===== src/rtl/matrix_mac_n.sv =====
// NxN matrix multiply-accumulate engine driven by a byte-wide command port.
// Commands execute once on change; results are read back a byte at a time.
module matrix_mac_n #(
  parameter int N      = 3,
  parameter int SIGNED = 0
) (
  input  logic       clk,
  input  logic       rst_n,
  input  logic       ena,
  input  logic [7:0] ui_in,
  input  logic [7:0] uio_in,
  output logic [7:0] uo_out
);

  localparam int unsigned IW = (N > 2) ? 2 : 1;
  localparam int unsigned AW = 18;
  localparam logic [IW-1:0] LAST = IW'(N - 1);

  typedef enum logic [1:0] {S_IDLE, S_BUSY, S_DONE} state_e;
  state_e state_q, state_d;

  logic [7:0]    cmd_q, cmd_prev_q, data_q;
  logic [7:0]    a_q [N][N];
  logic [7:0]    b_q [N][N];
  logic [AW-1:0] c_q [N][N];
  logic [IW-1:0] i_q, j_q, k_q, i_d, j_d, k_d;
  logic          err_q;
  logic [7:0]    uo_d;

  logic          exec, busy, done, in_rng, mac_en, mac_last;
  logic          ld_a, ld_b, start, rd, stat, clr, set_err;
  logic [3:0]    hi, lo;
  logic [IW-1:0] row, col;
  logic [AW-1:0] c_sel, mac_prod;
  logic          ext;

  function automatic logic [AW-1:0] widen(input logic [7:0] x);
    return (SIGNED != 0) ? {{(AW-8){x[7]}}, x} : {{(AW-8){1'b0}}, x};
  endfunction

  // Command decode: a command acts only on the edge after it first appears.
  always_comb begin
    hi      = cmd_q[7:4];
    lo      = cmd_q[3:0];
    row     = IW'(lo[3:2]);
    col     = IW'(lo[1:0]);
    in_rng  = ({1'b0, lo[3:2]} < 3'(N)) && ({1'b0, lo[1:0]} < 3'(N));
    exec    = ena && (cmd_q != cmd_prev_q);
    busy    = (state_q == S_BUSY);
    done    = (state_q == S_DONE);
    ld_a    = 1'b0;
    ld_b    = 1'b0;
    start   = 1'b0;
    rd      = 1'b0;
    stat    = 1'b0;
    clr     = 1'b0;
    set_err = 1'b0;
    if (exec) begin
      case (hi)
        4'h1:                if (!busy && in_rng) ld_a  = 1'b1; else set_err = 1'b1;
        4'h2:                if (!busy && in_rng) ld_b  = 1'b1; else set_err = 1'b1;
        4'h3:                if (!busy && lo == 4'h0) start = 1'b1; else set_err = 1'b1;
        4'hA:                if (lo == 4'hA) clr = 1'b1; else set_err = 1'b1;
        4'hB:                if (lo != 4'hB) set_err = 1'b1;
        4'hC:                if (lo == 4'h0) stat = 1'b1; else set_err = 1'b1;
        4'hD, 4'hE, 4'hF:    if (!busy && in_rng) rd = 1'b1; else set_err = 1'b1;
        default:             set_err = 1'b1;
      endcase
    end
  end

  // Readback byte select; the top byte carries the accumulator's extension.
  always_comb begin
    c_sel = c_q[row][col];
    ext   = (SIGNED != 0) && c_sel[AW-1];
    uo_d  = uo_out;
    if (stat) begin
      uo_d = {busy, done, err_q, (SIGNED != 0), 2'b00, 2'(N - 1)};
    end else if (rd) begin
      case (hi)
        4'hD:    uo_d = c_sel[7:0];
        4'hE:    uo_d = c_sel[15:8];
        default: uo_d = {{6{ext}}, c_sel[AW-1:16]};
      endcase
    end
  end

  // One MAC per cycle, k innermost, then j, then i.
  always_comb begin
    mac_last = (i_q == LAST) && (j_q == LAST) && (k_q == LAST);
    mac_en   = ena && busy && !clr;
    mac_prod = widen(a_q[i_q][k_q]) * widen(b_q[k_q][j_q]);
    i_d      = i_q;
    j_d      = j_q;
    k_d      = k_q;
    if (k_q == LAST) begin
      k_d = '0;
      if (j_q == LAST) begin
        j_d = '0;
        i_d = (i_q == LAST) ? '0 : i_q + 1'b1;
      end else begin
        j_d = j_q + 1'b1;
      end
    end else begin
      k_d = k_q + 1'b1;
    end
  end

  always_comb begin
    state_d = state_q;
    if (ena) begin
      if (clr)                                  state_d = S_IDLE;
      else if (start)                           state_d = S_BUSY;
      else if (busy && mac_last)                state_d = S_DONE;
      else if ((ld_a || ld_b) && done)          state_d = S_IDLE;
    end
  end

  always_ff @(posedge clk or negedge rst_n) begin
    if (!rst_n) state_q <= S_IDLE;
    else        state_q <= state_d;
  end

  always_ff @(posedge clk or negedge rst_n) begin
    if (!rst_n) begin
      cmd_q      <= '0;
      cmd_prev_q <= '0;
      data_q     <= '0;
      err_q      <= 1'b0;
      uo_out     <= '0;
      i_q        <= '0;
      j_q        <= '0;
      k_q        <= '0;
      for (int r = 0; r < N; r++) begin
        for (int c = 0; c < N; c++) begin
          a_q[r][c] <= '0;
          b_q[r][c] <= '0;
          c_q[r][c] <= '0;
        end
      end
    end else if (ena) begin
      cmd_q      <= uio_in;
      cmd_prev_q <= cmd_q;
      data_q     <= ui_in;
      uo_out     <= uo_d;
      if (clr) begin
        err_q <= 1'b0;
        i_q   <= '0;
        j_q   <= '0;
        k_q   <= '0;
        for (int r = 0; r < N; r++) begin
          for (int c = 0; c < N; c++) begin
            a_q[r][c] <= '0;
            b_q[r][c] <= '0;
            c_q[r][c] <= '0;
          end
        end
      end else begin
        if (set_err) err_q <= 1'b1;
        if (ld_a) a_q[row][col] <= data_q;
        if (ld_b) b_q[row][col] <= data_q;
        if (start) begin
          i_q <= '0;
          j_q <= '0;
          k_q <= '0;
          for (int r = 0; r < N; r++) begin
            for (int c = 0; c < N; c++) begin
              c_q[r][c] <= '0;
            end
          end
        end else if (mac_en) begin
          c_q[i_q][j_q] <= c_q[i_q][j_q] + mac_prod;
          i_q           <= i_d;
          j_q           <= j_d;
          k_q           <= k_d;
        end
      end
    end
  end

endmodule


===== config.mk =====
export PLATFORM = sky130hd
export DESIGN_NAME = matrix_mac_n
export DESIGN_NICKNAME = d
export VERILOG_FILES = /design/src/rtl/matrix_mac_n.sv
export SDC_FILE = /design/constraint.sdc
export NUM_CORES = 1
export LEC_CHECK = 0
export CAP_MARGIN = 20
export CORE_UTILIZATION = 45
export DETAILED_ROUTE_END_ITERATION = 7
export GPL_ROUTABILITY_DRIVEN = 0
export SYNTH_ARGS = -nofsm -noshare
export SYNTH_HDL_FRONTEND = slang
export SYNTH_SLANG_ARGS = --single-unit
export TNS_END_PERCENT = 100

===== constraint.sdc =====
create_clock -name clk -period 9.2 [get_ports clk]
set_input_delay 0.92 -clock clk [delete_from_list [all_inputs] [get_ports clk]]
set_output_delay 0.92 -clock clk [all_outputs]
set_load 0.01 [all_outputs]

==> flow_results.xml, run 1 <==
<?xml version="1.0" encoding="UTF-8"?>
<metrics>
  <group name="yosys">
    <metric name="syn-num-nets" unit="">2140</metric>
    <metric name="synth.yosys.seq_area_share" unit="%">42.0</metric>
    <metric name="ys.warnings.count" unit="">0</metric>
    <metric name="synth_enable_flop_cells" unit="">0</metric>
    <metric name="postSynthCellCount" unit="">2031</metric>
    <metric name="synth.lib_cells_used.distinct" unit="">72</metric>
    <metric name="asyncSetResetFlopFracSynth" unit="%">100</metric>
    <metric name="post_synth_instance_area" unit="um2">20700</metric>
    <metric name="dominantRegCellSynth" unit="">dfrtp_1</metric>
    <metric name="postSynthRegisterBits" unit="">347</metric>
    <metric name="average_cell_area_after_synthesis" unit="um2">10.2</metric>
  </group>
  <group name="global_routing">
    <metric name="maximum_number_of_pins_on_one_net_before_global_route_repair" unit="">95</metric>
    <metric name="grt-ovfl-total" unit="">0</metric>
    <metric name="grt_antenna_before_repair" unit="">0</metric>
    <metric name="grt_use_total" unit="%">27.7</metric>
    <metric name="grt_pass1_vias" unit="">16384</metric>
    <metric name="grt_pass1_wl" unit="um">100000</metric>
  </group>
  <group name="routing">
    <metric name="avgRoutedWirePerCell" unit="um">24.4</metric>
    <metric name="ant_nets" unit="">0</metric>
    <metric name="drc" unit="">0</metric>
    <metric name="drt_iter0_markers" unit="">1467</metric>
    <metric name="dr_total_vias" unit="">16086</metric>
    <metric name="firstDrtPassIters" unit="">5</metric>
    <metric name="number_of_vias_per_cell_after_detailed_routing" unit="">6.13</metric>
    <metric name="totalWireLength" unit="um">63900</metric>
  </group>
  <group name="timing">
    <metric name="setup_ws" unit="ps">2000</metric>
    <metric name="maxSlewHeadroom" unit="%">25.8</metric>
    <metric name="report.final.setup_viol" unit="">0</metric>
    <metric name="finalClockSkew" unit="ps">17.9</metric>
    <metric name="report.final.slew_viol_count" unit="">0</metric>
    <metric name="worst_slew_pin_slew" unit="ps">1110</metric>
    <metric name="final_min_period_over_clock_period" unit="%">78.2</metric>
    <metric name="max_clock_freq" unit="MHz">139</metric>
    <metric name="fin_crit" unit="ps">7200</metric>
    <metric name="timing.setup.tns" unit="ps">0</metric>
    <metric name="worst_hold_slack" unit="ps">324</metric>
    <metric name="hold_violations" unit="">0</metric>
    <metric name="grt_setup_unrepaired" unit="">false</metric>
  </group>
  <group name="clock_tree">
    <metric name="max-clock-path-buffers" unit="">3</metric>
    <metric name="cts_buffer_count" unit="">40</metric>
    <metric name="clock_tree.htree_level_count" unit="">2</metric>
    <metric name="cts_repair_resize_count" unit="">0</metric>
    <metric name="clkLatencyLatePin" unit="ps">570</metric>
    <metric name="clock-root-buffer" unit="">clkbuf_16</metric>
    <metric name="clock_sink_count" unit="">347</metric>
    <metric name="cts_hold_buffers" unit="">0</metric>
    <metric name="clk_pin_slew" unit="ps">60</metric>
    <metric name="cts_post_setup_buffers_inserted" unit="">0</metric>
    <metric name="tritoncts_clock_tree" unit="">built</metric>
  </group>
  <group name="setup_path">
    <metric name="cp_data_required_time" unit="ps">9700</metric>
    <metric name="path_max_fanout" unit="">29</metric>
    <metric name="setup.worst_path.class" unit="">reg -&gt; reg</metric>
    <metric name="cp_data_arrival_time" unit="ps">7690</metric>
    <metric name="setup.worst_path.start_class" unit="">flop</metric>
    <metric name="critical_path.cell_chain" unit="">nor2b_4 &gt; buf_4 &gt; buf_4 &gt; a21oi_1 &gt; o21ai_0 &gt; o21ai_0 &gt; fa_1 &gt; inv_1 &gt; ha_1 &gt; ha_1 &gt; inv_1 &gt; fa_1 &gt; inv_1 &gt; ha_1 &gt; inv_1 &gt; fa_1 &gt; nand2b_1 &gt; a211o_1 &gt; a21oi_1 &gt; o21a_1 &gt; nor2_1 &gt; xnor2_1 &gt; a22o_1</metric>
    <metric name="worst_path_most_repeated_cell" unit="">inv_1</metric>
    <metric name="crit_path_top_delay_cell" unit="">dfrtp_4</metric>
    <metric name="max_stage_delay" unit="ps">690</metric>
    <metric name="crit_path_end_kind" unit="">flop</metric>
  </group>
  <group name="floorplanning">
    <metric name="die_w" unit="um">216</metric>
    <metric name="row_cnt" unit="">78</metric>
    <metric name="die_area" unit="um2">46800</metric>
    <metric name="starting_utilization_of_the_core_area" unit="%">45.6</metric>
    <metric name="chip_height" unit="um">216</metric>
    <metric name="floorplan.core_area" unit="um2">45300</metric>
    <metric name="io_pins" unit="">27</metric>
  </group>
  <group name="placement">
    <metric name="place.port_buffers" unit="">26</metric>
    <metric name="placement.cell_area" unit="um2">21400</metric>
    <metric name="place_hpwl" unit="um">41000</metric>
    <metric name="dpl_worst_slack" unit="ps">1900</metric>
  </group>
  <group name="cells_and_area">
    <metric name="n_antenna_cell" unit="">0</metric>
    <metric name="finish.instance_area" unit="um2">22800</metric>
    <metric name="area.growth.synth_to_final" unit="%">10.3</metric>
    <metric name="nNetsFinal" unit="">2104</metric>
    <metric name="drive_gt1_share" unit="%">11.1</metric>
    <metric name="mostFrequentLayoutCells" unit="">dfrtp_1 (340), nor2_1 (265), mux2i_1 (255), a22o_1 (180), nand2_1 (107)</metric>
    <metric name="mostFrequentLayoutCell" unit="">dfrtp_1</metric>
  </group>
  <group name="pwr">
    <metric name="p_total" unit="uW">4250</metric>
    <metric name="highest_ir_drop_seen_on_vdd" unit="mV">0.156</metric>
    <metric name="power.density_cell_area" unit="nW/um2">186</metric>
    <metric name="static-leakage-power" unit="uW">0.0108</metric>
  </group>
  <group name="run_status">
    <metric name="status" unit="">complete, no violations</metric>
  </group>
  <group name="job">
    <metric name="drv.max_cap_violation_count" unit="">0</metric>
  </group>
  <group name="worst_hold_path">
    <metric name="worstHoldPathType" unit="">in -&gt; async</metric>
  </group>
</metrics>
## stage by stage
stage | std cells | utilization, %
floorplan | 2031 | -
global placement | 2548 | 47.2
detailed placement | 2548 | 47.2
CTS | 2619 | 50.2
global route | 2624 | 50.3
finish | 2624 | 50.3
## worst paths after layout
check,slack [ps],from,to,cells after the start
hold / removal,320,rst_n,c_q[46]$_DFFE_PN0P_,1
setup reg to reg,2000,i_q[1]$_DFFE_PN0P_,c_q[67]$_DFFE_PN0P_,23
max in group asynchronous,6720,rst_n,b_q[12]$_DFFE_PN0P_,3
min in group clk,500,b_q[4]$_DFFE_PN0P_,b_q[4]$_DFFE_PN0P_,1
hold reg to reg,500,b_q[4]$_DFFE_PN0P_,b_q[4]$_DFFE_PN0P_,1
setup / recovery,2000,i_q[1]$_DFFE_PN0P_,c_q[67]$_DFFE_PN0P_,23
## report_power, final
part | switching (uW) | total [uW] | internal, uW
Clock | 663 | 1650 | 984
Combinational | 618 | 904 | 286
Sequential | 92.6 | 1700 | 1610
## state kept, by name, indices dropped and copies added, names as in the netlist
signal / flops
uo_out: 8
state_q: 2
cmd_prev_q: 8
j_q: 2
i_q: 2
b_q: 72
data_q: 8
cmd_q: 8
k_q: 2
a_q: 72
err_q: 1
c_q: 162
## layer usage
layer | vias to the layer above | routed length (um) | global-route usage [%]
li1 | 7184 | - | -
met2 | 703 | 28900 | 43.1
met3 | 162 | 4700 | 4.04
met4 | 0 | 2300 | 10.1
met1 | 8037 | 28000 | 39.0
met5 | - | 0 | 0
## synthesized netlist by cell type (4+ instances only)
master / n / share of area (%)
nor4_1: 4 / 0.12
a211oi_1: 43 / 1.6
o21ai_2: 4 / 0.17
nand2_1: 107 / 1.9
a21o_1: 9 / 0.33
o211ai_1: 17 / 0.62
mux2i_1: 255 / 12
a22o_1: 180 / 7.6
xor2_1: 4 / 0.17
buf_1: 26 / 0.47
ha_1: 40 / 2.4
a221oi_1: 4 / 0.17
o22ai_1: 23 / 0.70
clkbuf_1: 70 / 1.3
o21ai_0: 81 / 2.0
dfrtp_1: 347 / 42
a32oi_1: 6 / 0.25
nor4_4: 6 / 0.62
buf_2: 52 / 1.3
o31ai_1: 5 / 0.18
or2_2: 15 / 0.45
a31oi_1: 5 / 0.15
mux2_2: 35 / 1.9
nand3_4: 5 / 0.42
nor2b_1: 21 / 0.64
o221ai_1: 4 / 0.17
xnor2_1: 15 / 0.64
nor3_1: 17 / 0.41
nand2b_1: 29 / 0.88
a21oi_1: 99 / 2.4
nand3_1: 5 / 0.12
a21oi_2: 5 / 0.21
nand4_2: 6 / 0.36
inv_1: 92 / 1.7
nor2_2: 4 / 0.12
nor2_1: 265 / 4.8
a22oi_1: 20 / 0.73
fa_1: 50 / 4.8
## kinds of logic after synthesis
group           synth area share, %
fa+ha+maj                      7.27
flops                          42.0
xor+xnor                      0.884
mux                            14.6
compound gates                 18.3
simple gates                   12.1
buf+inv                        4.86
## layout make-up
| class | instances | area (um2) |
|---|---|---|
| Fill cell | 4158 | 22500 |
| Multi-Input combinational cell | 1440 | 11000 |
| Sequential cell | 347 | 8690 |
| Clock buffer | 60 | 1200 |
| Tap cell | 600 | 751 |
| Timing Repair Buffer | 74 | 659 |
| Inverter | 92 | 345 |
| Clock inverter | 11 | 144 |
## critical path, delay by kind of cell, from the launching register on
kind | cells | cell delay (ps)
flip-flops | 1 | 690
buffers and inverters | 6 | 1160
AO/OA/AOI/OAI | 7 | 1520
XOR/XNOR | 1 | 620
AND/OR/NAND/NOR | 3 | 840
adder cells (fa/ha/maj) | 6 | 2210
No activity file was read; power rests on OpenSTA's default activity.
==> run 2: changes to the inputs <==
==> constraint.sdc (replaced) <==
create_clock -name clk -period 7.19 [get_ports clk]
set_input_delay 0.719 -clock clk [delete_from_list [all_inputs] [get_ports clk]]
set_output_delay 0.719 -clock clk [all_outputs]
set_load 0.01 [all_outputs]
==> flow_results.xml, run 2 (synthesized netlist as in run 1, its figures left out) <==
<?xml version="1.0" encoding="UTF-8"?>
<metrics>
  <group name="job">
    <metric name="drv.max_cap_violation_count" unit="">0</metric>
  </group>
  <group name="cells_and_area">
    <metric name="top_register" unit="">c_q</metric>
    <metric name="mostFrequentLayoutCells" unit="">dfrtp_1 (340), nor2_1 (265), mux2i_1 (255), a22o_1 (180), nand2_1 (107)</metric>
    <metric name="instances_no_fill" unit="">2641</metric>
    <metric name="area.growth.synth_to_final" unit="%">11.4</metric>
    <metric name="nNetsFinal" unit="">2119</metric>
    <metric name="drive_gt1_share" unit="%">11.9</metric>
    <metric name="largest_register_ff_count" unit="">162</metric>
    <metric name="n_antenna_cell" unit="">0</metric>
    <metric name="mostFrequentLayoutCell" unit="">dfrtp_1</metric>
    <metric name="biggestRegsByFlops" unit="">c_q x162, a_q x72, b_q x72</metric>
  </group>
  <group name="setup_path">
    <metric name="crit_path_end_kind" unit="">flop</metric>
    <metric name="timing.critical_path.from" unit="">i_q[1]$_DFFE_PN0P_</metric>
    <metric name="max_stage_delay" unit="ps">680</metric>
    <metric name="cp_data_required_time" unit="ps">7680</metric>
    <metric name="cp_data_arrival_time" unit="ps">7170</metric>
    <metric name="critical_path.cell_chain" unit="">buf_4 &gt; mux2i_1 &gt; o21ai_0 &gt; a21oi_1 &gt; nor2_1 &gt; fa_1 &gt; inv_1 &gt; fa_1 &gt; inv_1 &gt; fa_1 &gt; inv_1 &gt; fa_1 &gt; inv_1 &gt; ha_1 &gt; o21ai_0 &gt; a211o_1 &gt; a211o_1 &gt; nand2_1 &gt; a21oi_1 &gt; xnor2_1 &gt; a22o_1</metric>
    <metric name="setup.worst_path.start_class" unit="">flop</metric>
    <metric name="crit_path_top_delay_cell" unit="">xnor2_1</metric>
    <metric name="critical_path_buf_inv_count" unit="">5</metric>
    <metric name="worst_path_dominant_cell_family" unit="">adder cells</metric>
    <metric name="path_max_fanout" unit="">21</metric>
    <metric name="rr_startpoint" unit="">i_q[1]$_DFFE_PN0P_</metric>
    <metric name="r2r_cells" unit="">21</metric>
    <metric name="worstSetupPathDepth" unit="">21</metric>
    <metric name="setup.worst_path.class" unit="">reg -&gt; reg</metric>
  </group>
  <group name="global_routing">
    <metric name="grt_antenna_before_repair" unit="">0</metric>
    <metric name="maximum_number_of_pins_on_one_net_before_global_route_repair" unit="">161</metric>
    <metric name="grt_pass1_wl" unit="um">102000</metric>
    <metric name="grt_use_total" unit="%">28.4</metric>
    <metric name="grt_pass1_vias" unit="">16699</metric>
    <metric name="grt-ovfl-total" unit="">0</metric>
  </group>
  <group name="placement">
    <metric name="placedCellCount" unit="">2567</metric>
    <metric name="place.port_buffers" unit="">26</metric>
    <metric name="place_hpwl" unit="um">41600</metric>
  </group>
  <group name="clock_tree">
    <metric name="clkLatencyLatePin" unit="ps">590</metric>
    <metric name="max-clock-path-buffers" unit="">3</metric>
    <metric name="cts_buffer_count" unit="">40</metric>
    <metric name="clock-root-buffer" unit="">clkbuf_16</metric>
    <metric name="clk_pin_slew" unit="ps">60</metric>
    <metric name="clock_sink_count" unit="">347</metric>
    <metric name="cts_repair_resize_count" unit="">0</metric>
    <metric name="clock_tree.htree_level_count" unit="">2</metric>
    <metric name="cts_post_setup_buffers_inserted" unit="">0</metric>
    <metric name="tritoncts_clock_tree" unit="">built</metric>
    <metric name="cts_hold_buffers" unit="">0</metric>
  </group>
  <group name="timing">
    <metric name="grt_setup_unrepaired" unit="">false</metric>
    <metric name="hold_violations" unit="">0</metric>
    <metric name="fin_crit" unit="ps">6680</metric>
    <metric name="maxSlewHeadroom" unit="%">22.0</metric>
    <metric name="report.final.setup_viol" unit="">0</metric>
    <metric name="final_min_period_over_clock_period" unit="%">92.9</metric>
    <metric name="timing.setup.tns" unit="ps">0</metric>
    <metric name="finalClockSkew" unit="ps">36.8</metric>
    <metric name="max_clock_freq" unit="MHz">150</metric>
    <metric name="report.final.slew_viol_count" unit="">0</metric>
    <metric name="worst_slew_pin_slew" unit="ps">1170</metric>
  </group>
  <group name="routing">
    <metric name="drt_iter0_markers" unit="">1646</metric>
    <metric name="number_of_vias_per_cell_after_detailed_routing" unit="">6.20</metric>
    <metric name="avgRoutedWirePerCell" unit="um">24.8</metric>
    <metric name="totalWireLength" unit="um">65500</metric>
    <metric name="dr_total_vias" unit="">16386</metric>
    <metric name="firstDrtPassIters" unit="">6</metric>
    <metric name="ant_nets" unit="">0</metric>
    <metric name="drc" unit="">0</metric>
  </group>
  <group name="floorplanning">
    <metric name="die_w" unit="um">216</metric>
    <metric name="starting_utilization_of_the_core_area" unit="%">45.6</metric>
    <metric name="row_cnt" unit="">78</metric>
    <metric name="die_area" unit="um2">46800</metric>
    <metric name="chip_height" unit="um">216</metric>
    <metric name="io_pins" unit="">27</metric>
    <metric name="floorplan.core_area" unit="um2">45300</metric>
  </group>
  <group name="run_status">
    <metric name="status" unit="">complete, no violations</metric>
  </group>
  <group name="pwr">
    <metric name="power.density_cell_area" unit="nW/um2">244</metric>
    <metric name="static-leakage-power" unit="uW">0.0110</metric>
    <metric name="highest_ir_drop_seen_on_vdd" unit="mV">0.222</metric>
  </group>
  <group name="worst_hold_path">
    <metric name="worstHoldPathType" unit="">in -&gt; async</metric>
  </group>
</metrics>
run 2: cell count changes in the layout (fill, tap and decap cells not counted), sizes merged:
cell      previous run  this run
buf                 50        65
bufinv               3         5
clkbuf              60        59
clkinv               4         5
clkinvlp             1         2
inv                 95        94
run 2: cell type report:
type,instances,area [um2]
clock buffers,59,1190
clock inverters,14,208
fillers,4178,22300
inverters,92,345
multi-input cells,1440,11000
flip-flops and latches,347,8690
well taps,600,751
repair buffers,89,791
run 2: worst reg2reg max path, delay by kind of cell, from the launching register on:
| kind | cells | cell delay, ps |
|---|---|---|
| adder cells (fa/ha/maj) | 5 | 2380 |
| AO/OA/AOI/OAI | 7 | 1820 |
| XOR/XNOR | 1 | 680 |
| flip-flops | 1 | 660 |
| buffers and inverters | 5 | 510 |
| multiplexers | 1 | 320 |
| AND/OR/NAND/NOR | 2 | 230 |
run 2: power breakdown:
group	internal, uW	switching (uW)
clock network	1330	865
logic	407	835
registers	2050	116
total	3790	1810
run 2: routing by layer:
| metal | vias to the layer above | share of wire (%) | global-route usage [%] |
|---|---|---|---|
| met3 | 159 | 7.6 | 5.60 |
| met1 | 8337 | 43 | 38.5 |
| li1 | 7218 | - | - |
| met4 | 0 | 4.0 | 11.5 |
| met5 | - | 0 | 0 |
| met2 | 672 | 46 | 44.5 |
run 2: final timing paths:
kind                                        to  slack (ps)
max in group asynchronous  a_q[37]$_DFFE_PN0P_        5480
min reg2reg                 b_q[6]$_DFFE_PN0P_         500
min in group clk            b_q[6]$_DFFE_PN0P_         500
max                        c_q[69]$_DFFE_PN0P_         510
min                        c_q[64]$_DFFE_PN0P_         200
max reg2reg                c_q[69]$_DFFE_PN0P_         510
run 2: metrics by stage:
| step | area (um2) | power (uW) | utilization (%) | hold slack [ps] | setup WS (ps) |
|---|---|---|---|---|---|
| floorplan | 20700 | 2910 | - | 423 | 1290 |
| global placement | 21600 | 3410 | 47.7 | 482 | 624 |
| detailed placement | 21600 | 3430 | 47.7 | 486 | 547 |
| CTS | 23000 | 5620 | 50.8 | 265 | 515 |
| global route | 23000 | 5820 | 50.8 | 307 | 215 |
| finish | 23000 | 5610 | 50.8 | 205 | 511 |
==> run 3: changes to the inputs <==
--- a/config.mk
+++ b/config.mk
@@ -6,6 +6,7 @@
 export NUM_CORES = 1
 export LEC_CHECK = 0
 export CAP_MARGIN = 20
+export CORE_MARGIN = 2
 export CORE_UTILIZATION = 45
 export DETAILED_ROUTE_END_ITERATION = 7
 export GPL_ROUTABILITY_DRIVEN = 0
==> flow_results.xml, run 3 (synthesized netlist as in run 1, its figures left out) <==
<?xml version="1.0" encoding="UTF-8"?>
<metrics>
  <group name="setup_path">
    <metric name="path_max_fanout" unit="">33</metric>
    <metric name="setup.worst_path.start_class" unit="">flop</metric>
    <metric name="cp_data_arrival_time" unit="ps">7240</metric>
    <metric name="cp_data_required_time" unit="ps">7700</metric>
    <metric name="crit_path_end_kind" unit="">flop</metric>
    <metric name="setup.worst_path.class" unit="">reg -&gt; reg</metric>
  </group>
  <group name="timing">
    <metric name="finalClockSkew" unit="ps">41.3</metric>
    <metric name="hold_violations" unit="">0</metric>
    <metric name="maxSlewHeadroom" unit="%">26.9</metric>
    <metric name="fin_crit" unit="ps">6730</metric>
    <metric name="report.final.setup_viol" unit="">0</metric>
    <metric name="max_clock_freq" unit="MHz">149</metric>
    <metric name="grt_setup_unrepaired" unit="">false</metric>
    <metric name="report.final.slew_viol_count" unit="">0</metric>
    <metric name="timing.setup.tns" unit="ps">0</metric>
    <metric name="worst_slew_pin_slew" unit="ps">1100</metric>
    <metric name="final_min_period_over_clock_period" unit="%">93.6</metric>
  </group>
  <group name="global_routing">
    <metric name="grt_use_total" unit="%">28.3</metric>
    <metric name="grt-ovfl-total" unit="">0</metric>
    <metric name="maximum_number_of_pins_on_one_net_before_global_route_repair" unit="">162</metric>
    <metric name="grt_pass1_wl" unit="um">103000</metric>
    <metric name="grt_pass1_vias" unit="">16709</metric>
    <metric name="grt_antenna_before_repair" unit="">0</metric>
  </group>
  <group name="cells_and_area">
    <metric name="area.growth.synth_to_final" unit="%">11.0</metric>
    <metric name="drive_gt1_share" unit="%">12.1</metric>
    <metric name="n_antenna_cell" unit="">0</metric>
    <metric name="finish.instance_area" unit="um2">22900</metric>
    <metric name="mostFrequentLayoutCell" unit="">dfrtp_1</metric>
    <metric name="fin_util" unit="%">50.5</metric>
    <metric name="register_area" unit="um2">8690</metric>
    <metric name="nNetsFinal" unit="">2124</metric>
    <metric name="biggestRegsByFlops" unit="">c_q x162, a_q x72, b_q x72</metric>
    <metric name="num-fill-cells" unit="">4184</metric>
    <metric name="multi_input_comb_area" unit="um2">11000</metric>
    <metric name="mostFrequentLayoutCells" unit="">dfrtp_1 (340), nor2_1 (265), mux2i_1 (255), a22o_1 (180), nand2_1 (107)</metric>
    <metric name="top_register" unit="">c_q</metric>
    <metric name="largest_register_ff_count" unit="">162</metric>
  </group>
  <group name="routing">
    <metric name="dr_total_vias" unit="">16529</metric>
    <metric name="totalWireLength" unit="um">66200</metric>
    <metric name="firstDrtPassIters" unit="">6</metric>
    <metric name="drc" unit="">0</metric>
    <metric name="ant_nets" unit="">0</metric>
    <metric name="number_of_vias_per_cell_after_detailed_routing" unit="">6.26</metric>
    <metric name="drt_iter0_markers" unit="">1393</metric>
    <metric name="avgRoutedWirePerCell" unit="um">25.1</metric>
  </group>
  <group name="pwr">
    <metric name="power.share.combinational" unit="%">22.6</metric>
    <metric name="internal_power" unit="uW">3640</metric>
    <metric name="power.switching_fraction" unit="%">33.1</metric>
    <metric name="power.density_cell_area" unit="nW/um2">237</metric>
    <metric name="static-leakage-power" unit="uW">0.0109</metric>
    <metric name="total_switching_power" unit="uW">1800</metric>
    <metric name="highest_ir_drop_seen_on_vdd" unit="mV">0.200</metric>
    <metric name="seq_power_share" unit="%">40.2</metric>
    <metric name="power_frac_clock" unit="%">37.2</metric>
  </group>
  <group name="clock_tree">
    <metric name="cts_buffer_count" unit="">41</metric>
    <metric name="clock_sink_count" unit="">347</metric>
    <metric name="cts_repair_resize_count" unit="">0</metric>
    <metric name="clkLatencyLatePin" unit="ps">580</metric>
    <metric name="clk_pin_slew" unit="ps">60</metric>
    <metric name="cts_post_setup_buffers_inserted" unit="">0</metric>
    <metric name="tritoncts_clock_tree" unit="">built</metric>
    <metric name="clock_tree.htree_level_count" unit="">2</metric>
    <metric name="max-clock-path-buffers" unit="">3</metric>
    <metric name="clock-root-buffer" unit="">clkbuf_16</metric>
    <metric name="cts_hold_buffers" unit="">0</metric>
  </group>
  <group name="run_status">
    <metric name="status" unit="">complete, no violations</metric>
  </group>
  <group name="floorplanning">
    <metric name="die_w" unit="um">218</metric>
    <metric name="die_area" unit="um2">47600</metric>
    <metric name="row_cnt" unit="">78</metric>
    <metric name="io_pins" unit="">27</metric>
    <metric name="chip_height" unit="um">218</metric>
    <metric name="floorplan.core_area" unit="um2">45400</metric>
    <metric name="starting_utilization_of_the_core_area" unit="%">45.5</metric>
  </group>
  <group name="placement">
    <metric name="placement.cell_area" unit="um2">21600</metric>
    <metric name="place.port_buffers" unit="">26</metric>
    <metric name="place_hpwl" unit="um">42000</metric>
  </group>
  <group name="job">
    <metric name="drv.max_cap_violation_count" unit="">0</metric>
  </group>
  <group name="worst_hold_path">
    <metric name="worstHoldPathType" unit="">in -&gt; async</metric>
  </group>
</metrics>
==> run 3: changes by cell type in the layout (fill, tap and decap cells not counted), moves of 2 or more <==
cell / delta
clkinv_2: +7
a21oi_2: -2
buf_4: +4
clkbuf_1: -4
bufinv_16: -4
a21oi_4: +2
==> run 3: final timing paths <==
check | startpoint | end | slack [ps] | cells after the start
worst max-delay path | i_q[1]$_DFFE_PN0P_ | c_q[69]$_DFFE_PN0P_ | 460 | 20
worst min-delay path | rst_n | c_q[10]$_DFFE_PN0P_ | 190 | 1
worst max register to register | i_q[1]$_DFFE_PN0P_ | c_q[69]$_DFFE_PN0P_ | 460 | 20
worst min register to register | uo_out[2]$_DFFE_PN0P_ | uo_out[2]$_DFFE_PN0P_ | 470 | 2
max in group asynchronous | rst_n | k_q[1]$_DFFE_PN0P_ | 5390 | 2
min in group clk | uo_out[2]$_DFFE_PN0P_ | uo_out[2]$_DFFE_PN0P_ | 470 | 2
==> run 3: layout make-up <==
class / instances / share of cell area, %
clock inverter: 16 / 0.502
inverter: 92 / 1.51
timing repair buffer: 93 / 3.58
sequential: 347 / 37.9
clock buffer: 54 / 5.08
multi-input combinational: 1440 / 48.1
tap: 600 / 3.27
==> run 3: critical path: stages, from the launching register on <==
cell and delay, ps:
dfrtp_4 630, nor2b_4 400, buf_4 490, a211oi_1 150
a211oi_1 360, a21oi_1 180, fa_1 570, inv_1 50
fa_1 490, inv_1 60, fa_1 490, fa_1 510
inv_1 50, ha_1 350, o21ai_0 150, a211o_1 330
a211o_1 270, nand2_1 60, a21oi_1 80, xnor2_1 680
a22o_1 260
==> run 3: metal layers <==
layer	part of all wire [%]	vias up	GRT usage, %
li1	-	7223	-
met1	42	8366	38.2
met2	45	780	44.2
met3	7.8	160	5.61
met4	4.3	0	12.6
met5	0	-	0
==> run 3: stage by stage <==
| step | total power, uW | worst slack (ps) | hold WS [ps] | instances |
|---|---|---|---|---|
| 6_report | 5440 | 458 | 195 | 2642 |
| 5_1_grt | 5660 | 175 | 270 | 2642 |
| 4_1_cts | 5450 | 598 | 242 | 2641 |
| 3_5_place_dp | 3420 | 623 | 464 | 2571 |
| 3_3_place_gp | 3410 | 693 | 456 | 2571 |
| 2_1_floorplan | 2910 | 1290 | 423 | 2031 |
==> run 3: power by group through the flow <==
| stage | Combinational (uW) | Sequential [uW] | Clock (uW) |
|---|---|---|---|
| 2_1_floorplan | 771 | 2140 | 0 |
| 3_3_place_gp | 1190 | 2220 | 0 |
| 3_5_place_dp | 1200 | 2220 | 0 |
| 4_1_cts | 1210 | 2190 | 2050 |
| 5_1_grt | 1320 | 2200 | 2140 |
| 6_report | 1230 | 2180 | 2020 |
